## config.mk

```make
export PLATFORM = sky130hd
export DESIGN_NAME = key_debounce_us_flat
export DESIGN_NICKNAME = d
export VERILOG_FILES = /design/src/rtl/key_debounce_us_pkg.sv /design/src/rtl/key_debounce_us_if.sv /design/src/rtl/key_debounce_us_tick_edge.sv /design/src/rtl/key_debounce_us.sv /design/src/flat_wrapper.sv
export SDC_FILE = /design/constraint.sdc
export NUM_CORES = 1
export LEC_CHECK = 0
export CORE_MARGIN = 2
export CORE_UTILIZATION = 50
export CTS_BUF_LIST = sky130_fd_sc_hd__clkbuf_4 sky130_fd_sc_hd__clkbuf_8
export DETAILED_ROUTE_END_ITERATION = 10
export PLACE_DENSITY_LB_ADDON = 0.1
export SLEW_MARGIN = 0
export SYNTH_ARGS = -nofsm -noshare
export SYNTH_HDL_FRONTEND = slang
export SYNTH_SLANG_ARGS = --single-unit
export TNS_END_PERCENT = 20
```

## constraint.sdc

```tcl
create_clock -name clk -period 2.4 [get_ports clk]
set_input_delay 0.6 -clock clk [delete_from_list [all_inputs] [get_ports clk]]
set_output_delay 0.6 -clock clk [all_outputs]
set_load 0.1 [all_outputs]
```

## src/rtl/key_debounce_us_pkg.sv

```systemverilog
// -----------------------------------------------------------------------------
// key_pkg
// Shared definitions for the key debouncer.
//   - DEBOUNCE_US_DEFAULT : default number of stable 1 us ticks needed to
//                           accept a level change (20 ms at 1 MHz).
//   - key_state_e         : filter FSM state encoding.
// -----------------------------------------------------------------------------
package key_pkg;

    localparam int DEBOUNCE_US_DEFAULT = 20000;

    typedef enum logic [1:0] {
        ST_IDLE         = 2'd0,  // stable released
        ST_PRESS_FILT   = 2'd1,  // key looks pressed, counting stable ticks
        ST_DOWN         = 2'd2,  // stable pressed
        ST_RELEASE_FILT = 2'd3   // key looks released, counting stable ticks
    } key_state_e;

endpackage : key_pkg

```

## src/rtl/key_debounce_us_if.sv

```systemverilog
// -----------------------------------------------------------------------------
// key_debounce_us_if
// Bundles the debouncer's non-clock signals.
//   clk_1m      : 1 MHz divider output, synchronous to clk (50 % duty)
//   key_in      : raw button, active-low, asynchronous
//   key_level   : debounced state, 1 = pressed
//   key_press   : one-cycle strobe on accepted press
//   key_release : one-cycle strobe on accepted release
// Modports: master = stimulus / consumer side, slave = debouncer side.
// -----------------------------------------------------------------------------
interface key_debounce_us_if;

    logic clk_1m;
    logic key_in;
    logic key_level;
    logic key_press;
    logic key_release;

    modport master (
        output clk_1m,
        output key_in,
        input  key_level,
        input  key_press,
        input  key_release
    );

    modport slave (
        input  clk_1m,
        input  key_in,
        output key_level,
        output key_press,
        output key_release
    );

endinterface : key_debounce_us_if

```

## src/rtl/key_debounce_us_tick_edge.sv

```systemverilog
// -----------------------------------------------------------------------------
// tick_edge
// Rising-edge detector: turns a slow square wave that is synchronous to clk
// (e.g. the 1 MHz divider output) into a single-cycle tick.
//   clk      : system clock
//   rst      : synchronous active-high reset
//   level_in : slow square wave input
//   tick     : high for the one clk cycle in which level_in first reads 1
// -----------------------------------------------------------------------------
module tick_edge (
    input  logic clk,
    input  logic rst,
    input  logic level_in,
    output logic tick
);

    logic level_q;
    logic level_d;

    assign level_d = level_in;

    always_ff @(posedge clk) begin
        if (rst) begin
            level_q <= 1'b0;
        end else begin
            level_q <= level_d;
        end
    end

    assign tick = level_in & ~level_q;

endmodule : tick_edge

```

## src/rtl/key_debounce_us.sv

```systemverilog
// -----------------------------------------------------------------------------
// key_debounce_us
// Debounces one active-low push button against a 1 us time base.
// A level change is accepted only after DEBOUNCE_US consecutive 1 us ticks
// during which the synchronized key never reverted. DEBOUNCE_US must be >= 2.
//   clk    : 100 MHz system clock
//   rst    : synchronous active-high reset
//   key_if : slave side of key_debounce_us_if (clk_1m, key_in in;
//            key_level, key_press, key_release out, all registered)
// -----------------------------------------------------------------------------
module key_debounce_us
    import key_pkg::*;
#(
    parameter int DEBOUNCE_US = DEBOUNCE_US_DEFAULT,
    parameter int CNT_W       = $clog2(DEBOUNCE_US)
) (
    input  logic             clk,
    input  logic             rst,
    key_debounce_us_if.slave key_if
);

    localparam logic [CNT_W-1:0] CNT_LAST = CNT_W'(DEBOUNCE_US - 1);

    logic tick;

    tick_edge u_tick_edge (
        .clk      (clk),
        .rst      (rst),
        .level_in (key_if.clk_1m),
        .tick     (tick)
    );

    // Two-flop synchronizer; resets to 1 so a reset looks like "released".
    logic [1:0] sync_q;
    logic [1:0] sync_d;
    logic       pressed;

    assign sync_d  = {sync_q[0], key_if.key_in};
    assign pressed = ~sync_q[1];

    key_state_e       state_q, state_d;
    logic [CNT_W-1:0] cnt_q, cnt_d;
    logic             key_level_q, key_level_d;
    logic             key_press_q, key_press_d;
    logic             key_release_q, key_release_d;

    // A reversal always wins over a coincident tick: the filter states test
    // the key level first and only then look at the tick.
    always_comb begin
        state_d       = state_q;
        cnt_d         = cnt_q;
        key_level_d   = key_level_q;
        key_press_d   = 1'b0;
        key_release_d = 1'b0;

        unique case (state_q)
            ST_IDLE: begin
                if (pressed) begin
                    state_d = ST_PRESS_FILT;
                    cnt_d   = '0;
                end
            end
            ST_PRESS_FILT: begin
                if (!pressed) begin
                    state_d = ST_IDLE;
                end else if (tick) begin
                    if (cnt_q == CNT_LAST) begin
                        state_d     = ST_DOWN;
                        key_press_d = 1'b1;
                        key_level_d = 1'b1;
                    end else begin
                        cnt_d = cnt_q + CNT_W'(1);
                    end
                end
            end
            ST_DOWN: begin
                if (!pressed) begin
                    state_d = ST_RELEASE_FILT;
                    cnt_d   = '0;
                end
            end
            ST_RELEASE_FILT: begin
                if (pressed) begin
                    state_d = ST_DOWN;
                end else if (tick) begin
                    if (cnt_q == CNT_LAST) begin
                        state_d       = ST_IDLE;
                        key_release_d = 1'b1;
                        key_level_d   = 1'b0;
                    end else begin
                        cnt_d = cnt_q + CNT_W'(1);
                    end
                end
            end
            default: begin
                state_d = ST_IDLE;
            end
        endcase
    end

    always_ff @(posedge clk) begin
        if (rst) begin
            sync_q        <= 2'b11;
            state_q       <= ST_IDLE;
            cnt_q         <= '0;
            key_level_q   <= 1'b0;
            key_press_q   <= 1'b0;
            key_release_q <= 1'b0;
        end else begin
            sync_q        <= sync_d;
            state_q       <= state_d;
            cnt_q         <= cnt_d;
            key_level_q   <= key_level_d;
            key_press_q   <= key_press_d;
            key_release_q <= key_release_d;
        end
    end

    assign key_if.key_level   = key_level_q;
    assign key_if.key_press   = key_press_q;
    assign key_if.key_release = key_release_q;

endmodule : key_debounce_us

```

## src/flat_wrapper.sv

```systemverilog
// flat-port wrapper written by rule: the top's interface ports become plain ports
module key_debounce_us_flat import key_pkg::*;
#(
    parameter int DEBOUNCE_US = DEBOUNCE_US_DEFAULT,
    parameter int CNT_W       = $clog2(DEBOUNCE_US)
)
  (clk, rst, key_if_clk_1m, key_if_key_in, key_if_key_level, key_if_key_press, key_if_key_release);
  key_debounce_us_if key_if_i ();
  input  logic clk;
  input  logic rst;
  input wire logic [$bits(key_if_i.clk_1m)-1:0] key_if_clk_1m;
  input wire logic [$bits(key_if_i.key_in)-1:0] key_if_key_in;
  output wire logic [$bits(key_if_i.key_level)-1:0] key_if_key_level;
  output wire logic [$bits(key_if_i.key_press)-1:0] key_if_key_press;
  output wire logic [$bits(key_if_i.key_release)-1:0] key_if_key_release;
  assign key_if_i.clk_1m = key_if_clk_1m;
  assign key_if_i.key_in = key_if_key_in;
  assign key_if_key_level = key_if_i.key_level;
  assign key_if_key_press = key_if_i.key_press;
  assign key_if_key_release = key_if_i.key_release;
  key_debounce_us #(.DEBOUNCE_US(DEBOUNCE_US), .CNT_W(CNT_W)) u_core (.clk(clk), .rst(rst), .key_if(key_if_i));
endmodule
```

# After elaboration in Yosys (flattened, before gate mapping)
# Index checks and enable logic that the tools add are counted.
# op_classes
n_bitwise,5
n_eq_ne,16
mux,25
reduce_logical,7
n_addsub,1
# ops
op,n
two-way mux 15 bit,6
case mux 15 bit (4 select lines),1
two-way mux 2 bit,8
"adder 15 x 1 -> 15 bit, second input constant",1
"equality test 15 bit, second input constant",1
"inequality test 2 x 1 -> 1 bit, second input constant",6
two-way mux 1 bit,8
case mux 2 bit (4 select lines),1
AND reduction 7 bit,1
"inequality test 3 x 1 -> 1 bit, second input constant",2
AND reduction 6 bit,1
OR reduction 3 bit,2
"equality test 2 bit, second input constant",2
"inequality test 2 bit, second input constant",2
inverter 1 bit,4
AND reduction 4 bit,1
"inequality test 3 x 2 -> 1 bit, second input constant",1
"inequality test 3 bit, second input constant",1
"equality test 2 x 1 -> 1 bit, second input constant",1
logical NOT 2 bit,1
case mux 1 bit (2 select lines),1
nonzero test 2 bit,1
bitwise AND 1 bit,1
# word_totals
reg_bits,23
output_inout_bits,3
input_bits,4
word_cells,61

# Depth between registers and ports, before layout
# Gate-level depths: netlist of the first run.
# logic_depth
ltp_word,5
depth_mapped,7
depth_no_buf,6

# Cells and area by module
# Synthesis of the first run repeated with hierarchy kept, for this count alone.
# hier_totals
cells_unflattened,122
area_unflattened_um2,1093.5
# by_module_without_submodules
module,n_inst,cells_per_inst,area_each_um2,seq_area_each_um2
key_debounce_us,1,119,1046.0,440.4
tick_edge,1,3,47.5,20.0

# Worst setup path after synthesis of the first run
# No wires, ideal clock.
# synth_timing
path_kind,input-to-reg
from,input port key_if_clk_1m
to,register u_core.cnt_q[0]
n_path_buf,1
stages,6
arrival_time_ns,1.987
t_required_ns,2.307
path_slack_ns,0.320
setup_ns,0.093
cell_sequence,nor2b_1 -> nor2b_1 -> clkbuf_1 -> nand2_1 -> or4b_2 -> o311ai_2
# synth_via
elab_chain_cells,4
word_cells_on_any_way,5
classes_between,4 x mux; 1 x bitwise
# synth_rtl
element,line,source
start: declaration,flat_wrapper.sv:11,input wire logic [$bits(key_if_i.clk_1m)-1:0] key_if_clk_1m;
bitwise AND 1 bit *,key_debounce_us_tick_edge.sv:30,assign tick = level_in & ~level_q;
two-way mux 15 bit *,--,
two-way mux 15 bit (on tied branches),--,
case mux 15 bit (4 select lines) *,--,
end signal: assignment,key_debounce_us.sv:112,cnt_q <= cnt_d;
end: declaration,key_debounce_us.sv:42,"logic [CNT_W-1:0] cnt_q, cnt_d;"
# Mark *: on every way between the ends. The rest lies on a longest branch, timed or not. The select of a mux whose other input is x is not followed.
# A chain may end at the register's enable or synchronous reset.

# Worst setup path in the final report of the first run
# layout_timing
from,register u_core.cnt_q[7]
to,register u_core.cnt_q[3]
# layout_via
elab_chain_cells,5
word_cells_on_any_way,6
classes_between,1 x eq/ne; 5 x mux
# layout_rtl
element,line
equality test 15 bit *,"key_debounce_us.sv:67, key_debounce_us.sv:86"
two-way mux 15 bit * (2 in a row),--
two-way mux 15 bit (on tied branches),--
case mux 15 bit (4 select lines) *,--
# Marked as above.

==> results of run 1 <==
-- Yosys cell counts --
| cell | n | area share |
|---|---|---|
| a31oi_1 | 2 | 0.012 |
| or3_1 | 3 | 0.018 |
| or4_4 | 2 | 0.021 |
| nand4bb_1 | 1 | 0.011 |
| nor2b_1 | 3 | 0.018 |
| nand3_2 | 1 | 0.0094 |
| a21oi_1 | 2 | 0.0094 |
| o211ai_1 | 2 | 0.014 |
| nor4bb_1 | 1 | 0.0094 |
| and2_1 | 2 | 0.012 |
| and3_1 | 1 | 0.0059 |
| nand4_1 | 7 | 0.041 |
| buf_6 | 1 | 0.011 |
| dfxtp_1 | 23 | 0.43 |
| nand2_1 | 11 | 0.039 |
| or2_2 | 3 | 0.018 |
| nor2_1 | 15 | 0.053 |
| nor4_1 | 4 | 0.023 |
| nand3b_1 | 1 | 0.0070 |
| o311ai_2 | 1 | 0.015 |
| nand3_1 | 7 | 0.033 |
| nor3b_1 | 1 | 0.0070 |
| nand4b_1 | 1 | 0.0082 |
| inv_1 | 3 | 0.011 |
| mux2i_1 | 1 | 0.0094 |
| xor2_1 | 9 | 0.074 |
| or4b_2 | 1 | 0.0094 |
| or4_1 | 2 | 0.014 |
| xnor2_1 | 1 | 0.0082 |
| o21ai_0 | 3 | 0.014 |
| ha_1 | 1 | 0.012 |
| nor3_1 | 1 | 0.0047 |
| and2_4 | 1 | 0.0082 |
| clkbuf_1 | 3 | 0.011 |
-- cell families after synthesis --
logic type,Yosys count,synth area share
AOI/OAI and AO/OA,10,0.06455
xor gates and xnor gates,10,0.08217
buffers and inverters,7,0.03169
muxes,1,0.009390
and+or+nand+nor,69,0.3685
DFF,23,0.4319
adders and majority gates,1,0.01174
-- area by class of cell --
cell class / count / area, um2
multi-input combinational: 91 / 571.8
sequential: 23 / 460.4
inverter: 3 / 11.26
clock inverter: 1 / 5.005
tap: 27 / 33.78
fill: 180 / 779.5
timing repair buffer: 12 / 97.59
clock buffer: 3 / 22.52
-- flip-flops by register name, summed over array words and instances, names as in the netlist, named ones only --
signal / count
u_core.key_if.key_release: 1
u_core.key_if.key_press: 1
u_core.u_tick_edge.level_q: 1
u_core.state_q: 1
u_core.cnt_q: 15
u_core.key_if.key_level: 1
u_core.sync_q: 2
-- layout by cell type, fill, tap and decap left out, types with 3 or more instances in the layout --
cell,netlist,final
dfxtp_1,23,23
nor2_1,15,15
nand2_1,11,11
xor2_1,9,9
buf_4,0,9
nand3_1,7,7
nand4_1,7,7
nor4_1,4,4
or2_2,3,3
nor2b_1,3,3
inv_1,3,3
o21ai_0,3,3
or3_1,3,3
clkbuf_4,0,3
clkdlybuf4s50_1,0,3
-- through the flow --
step | setup slack, ns | hold WS (ns) | area, um2 | utilization | cells
detailed placement | 0.07610 | 0.4142 | 1175 | 0.5928 | 156
finish | 0.3017 | 0.4357 | 1202 | 0.6067 | 160
CTS | 0.3108 | 0.4462 | 1202 | 0.6067 | 160
global route | 0.2429 | 0.4620 | 1202 | 0.6067 | 160
global placement | 0.1324 | 0.3970 | 1175 | 0.5928 | 156
floorplan | 0.3202 | 0.3895 | 1066 | - | 121
-- metal layers --
metal  vias up  wire length (um)
li1        459                 -
met1       412              1055
met2        20               987
met3         0                81
met4         0                 0
met5         -                 0
-- final timing paths --
check                           slack (ns)          endpoint  depth (start not counted)
worst max register to register        0.30   u_core.cnt_q[3]                          6
worst min register to register        0.44  u_core.sync_q[1]                          1
worst min-delay path                  0.44  u_core.sync_q[1]                          1
worst max-delay path                  0.30   u_core.cnt_q[3]                          6
-- power breakdown --
group          internal [uW]  switching (uW)  leakage, uW
Sequential               386            2.93     0.000186
Combinational           15.7            26.6     0.000236
Clock                   62.4             117    0.0000177
Total                    464             147     0.000440
==> run_results.csv, run 1 <==
group,metric,value,unit
clock_network,cts_tree,"done",
place,hpwl,1.539,mm
drt,totalWireLength,2.124,mm
die,die_y,50.18,um
grt,grtUsageMet1,0.2377,
drt,drt_pass1_iterations,4,
worst_setup_path,path_cells,"or4_4 -> or4_4 -> nand3_2 -> buf_4 -> xor2_1 -> nor2_1",
drt,wire_per_inst,13.28,um
timing,max_freq,476.6,MHz
die,initial_utilization,0.5379,
cells_and_area,diodes,0,
clock_network,worst_skew_pair.late_latency,0.31,ns
worst_setup_path,worstPathMaxFanout,7,
timing,hold_viol_final,0,
power,peakVddDrop,0.4534,mV
timing,tns,0,ns
worst_setup_path,crit_start,"u_core.cnt_q[7]",
worst_setup_path,startpoint_type,"flop",
timing,slew_viol_final,0,
clock_network,cts_buffers,3,
synthesis,synth_cells,121,
place,portBuffers,6,
synthesis,syn_nets,126,
grt,grt_pass1_wl,3.588,mm
worst_setup_path,r2r_start,"u_core.cnt_q[7]",
clock_network,clk_pin_slew_worst_paths,0.12,ns
die,die_w,50.18,um
clock_network,cts.sink_count,23,
power,power,610.9,uW
clock_network,ctsResizeCount,0,
die,io_pins,7,
synthesis,yosysSeqAreaShare,0.4319,
drt,first_iter_violations,26,
cells_and_area,syn_to_final_growth,12.79,%
grt,grt_busiest_layer,"met2",
clock_network,htree_num_levels,1,
synthesis,synth_cell_type_count,34,
cells_and_area,nets,139,
timing,skew,0.001911,ns
worst_setup_path,end_kind,"flop",
timing,period_minus_slack,2.098,ns
worst_setup_path,max_stage_delay,0.60,ns
job,cap_violations,0,
die,placementRows,16,
worst_setup_path,crit_type,"reg -> reg",
worst_setup_path,cp_top_family,"simple AND/OR/NAND/NOR gates",
power,p_leak,0.0004400,uW
status,status,"finished, final reports clean",
die,core-area,0.001982,mm2
synthesis,yosysWarnings,0,
synthesis,syn_area,0.001066,mm2
synthesis,avgSynthCellArea,8.810,um2
grt,grt_pass1_vias,824,
drt,detail-route-antenna-nets,0,
grt,grtUsageMet2,0.3004,
timing,setup_viol,0,
worst_setup_path,arrival,2.32,ns
drt,drc,0,
drt,via_per_inst,5.569,
power,powerDensity,508.1,mW/mm2
drt,routed-via-count,891,
synthesis,ys_ff_latch,23,
worst_setup_path,worst_ep_required_time,2.62,ns
grt,grt_use_met3,0.06250,
grt,overflow,0,
die,die-area,0.002518,mm2
worst_setup_path,crit_path_frequent_cell,"or4_4",
min_path,hold_path_startpoint,"u_core.sync_q[0]",
cells_and_area,drive_gt1_frac,0.1654,
timing,max_slew.worst_pin.slew,0.4125,ns
clock_network,cts_hold_buffers,0,
clock_network,post_cts_buffers,0,
grt,grt_max_degree,14,
place,gp_congestion,0.9152,
min_path,hp-class,"reg -> reg",
timing,rsz0062_at_grt,"false",
clock_network,cts_root_buffer,"clkbuf_4",
grt,grt_use_total,0.1835,
worst_setup_path,crit_buf_inv,1,
clock_network,cts_buffer_depth,2,
worst_setup_path,cp_slowest_cell,"or4_4",
timing,fin_crit_sh,0.8743,
timing,slew_headroom,0.7225,
grt,antenna_found_initial,0,
Note: power is estimated with default switching activity, not from simulation.
==> run 2, diff against run 1 <==
clock period = 2 ns   (was 2.4 ns; I/O delays follow)
==> run 2 against run 1 <==
Net effect: worst setup slack worse by 0.22 ns; power is 23% higher; global-route usage rose by 1.6 points; critical path depth stayed put; highest routed layer is now met4; largest power group unchanged; clock power up 26%; register-to-register slack got worse by 0.22 ns; first-iteration DRC count decreased by 69%; core utilization grew 5.2 points; clock skew up 0.0049 ns; flip-flop and latch count is the same; combinational power rose by 43%; sequential share of layout area is 2.9 points lower.
==> run_results.csv, run 2 (synthesis gave the netlist of run 1 again) <==
group,metric,value,unit
status,status,"finished, final reports clean",
place,dpl_worst_slack,-0.2653,ns
cells_and_area,largest_reg_flops,15,
grt,grt_use_total,0.1991,
clock_network,cts_buffer_depth,2,
worst_setup_path,arrival,2.15,ns
drt,wire_per_inst,13.32,um
power,peakVddDrop,0.5261,mV
clock_network,worst_skew_pair.late_latency,0.32,ns
cells_and_area,nets,147,
drt,totalWireLength,2.237,mm
timing,skew,0.006847,ns
grt,antenna_found_initial,0,
cells_and_area,top_register,"u_core.cnt_q",
power,powerDensity,577.0,mW/mm2
drt,via_per_inst,5.601,
cells_and_area,diodes,0,
die,die_w,50.18,um
worst_setup_path,worst_ep_required_time,2.23,ns
timing,period_minus_slack,1.922,ns
die,die-area,0.002518,mm2
die,initial_utilization,0.5379,
cells_and_area,finalInstanceArea,0.001306,mm2
cells_and_area,largest_registers,"u_core.cnt_q: 15 flops, u_core.sync_q: 2 flops",
drt,routed-via-count,941,
job,cap_violations,0,
cells_and_area,utilization,0.6591,
clock_network,htree_num_levels,1,
die,placementRows,16,
cells_and_area,drive_gt1_frac,0.2553,
die,core-area,0.001982,mm2
cells_and_area,final_common_cell,"dfxtp_1",
clock_network,clk_pin_slew_worst_paths,0.13,ns
grt,grt_pass1_wl,3.857,mm
place,gp_congestion,0.8401,
place,dpl_cell_area,0.001247,mm2
drt,drt_pass1_iterations,4,
clock_network,post_cts_buffers,0,
drt,detail-route-antenna-nets,0,
power,p_leak,0.0004793,uW
place,post-place-cells,164,
cells_and_area,layout_common_cells,"dfxtp_1, buf_4, nor2_1, nand2_1, xor2_1",
timing,rsz0062_at_grt,"false",
grt,grt_max_degree,15,
drt,first_iter_violations,8,
timing,hold_viol_final,0,
grt,overflow,0,
worst_setup_path,end_kind,"flop",
cells_and_area,fin_cells,168,
clock_network,cts_tree,"done",
grt,grtUsageMet1,0.2350,
worst_setup_path,startpoint_type,"flop",
cells_and_area,syn_to_final_growth,22.53,%
clock_network,cts_root_buffer,"clkbuf_4",
worst_setup_path,worstPathMaxFanout,8,
grt,grt_use_met3,0.06250,
min_path,hp-class,"reg -> reg",
timing,whs,0.4262,ns
clock_network,cts_buffers,3,
clock_network,cts.sink_count,23,
timing,max_slew.worst_pin.slew,0.3789,ns
grt,grt_busiest_layer,"met2",
timing,slew_headroom,0.7451,
drt,drc,0,
timing,fin_crit_sh,0.9610,
timing,max_freq,520.3,MHz
place,hpwl,1.622,mm
worst_setup_path,crit_type,"reg -> reg",
die,io_pins,7,
grt,grtUsageMet2,0.3575,
timing,setup_viol,0,
timing,setup_slack,0.07804,ns
die,die_y,50.18,um
place,portBuffers,6,
timing,slew_viol_final,0,
grt,grt_pass1_vias,919,
==> run 2: routing by layer <==
layer	vias to the layer above	routed length, um
met5	-	0
li1	472	-
met2	15	1138
met4	0	13
met3	2	86
met1	452	998
==> run 2: cell type report <==
class | instances | area [um2]
fillers | 173 | 675.6
inverters | 3 | 11.26
repair buffers | 20 | 170.2
multi-input cells | 91 | 598.1
flip-flops and latches | 23 | 462.9
clock inverters | 1 | 7.507
clock buffers | 3 | 22.52
well taps | 27 | 33.78
==> run 2: worst paths after layout <==
kind / from / end / slack (ns) / depth (start not counted)
hold / removal: u_core.sync_q[0] / u_core.sync_q[1] / 0.43 / 1
setup reg to reg: u_core.cnt_q[7] / u_core.cnt_q[3] / 0.08 / 6
hold reg to reg: u_core.sync_q[0] / u_core.sync_q[1] / 0.43 / 1
setup / recovery: u_core.cnt_q[7] / u_core.cnt_q[3] / 0.08 / 6
==> run 2: critical path: stages (launching register included) <==
cell and delay (ns):
dfxtp_1 0.35, or4_4 0.55, or4_4 0.48, nand3_4 0.14
buf_4 0.13, xor2_1 0.14, nor2_1 0.05
==> run 2: repair_timing <==
action,4_1_cts,5_1_grt
resized for setup,1,6
hold buffers,0,0
endpoints found under the setup margin,1,7
pin swaps,1,0
==> run 2: report_power, final <==
group	internal, uW	leakage [uW]	switching [uW]
logic	27.5	0.000278	33.3
clock network	76.5	0.0000139	148
registers	464	0.000187	4.61
total	568	0.000479	186
==> run 2: through the flow <==
| step | total power (uW) | TNS, ns |
|---|---|---|
| 2_1_floorplan | 509.2 | 0 |
| 3_3_place_gp | 537.3 | -1.088 |
| 3_5_place_dp | 538.2 | -1.923 |
| 4_1_cts | 757.1 | 0 |
| 5_1_grt | 782.1 | 0 |
| 6_report | 753.7 | 0 |
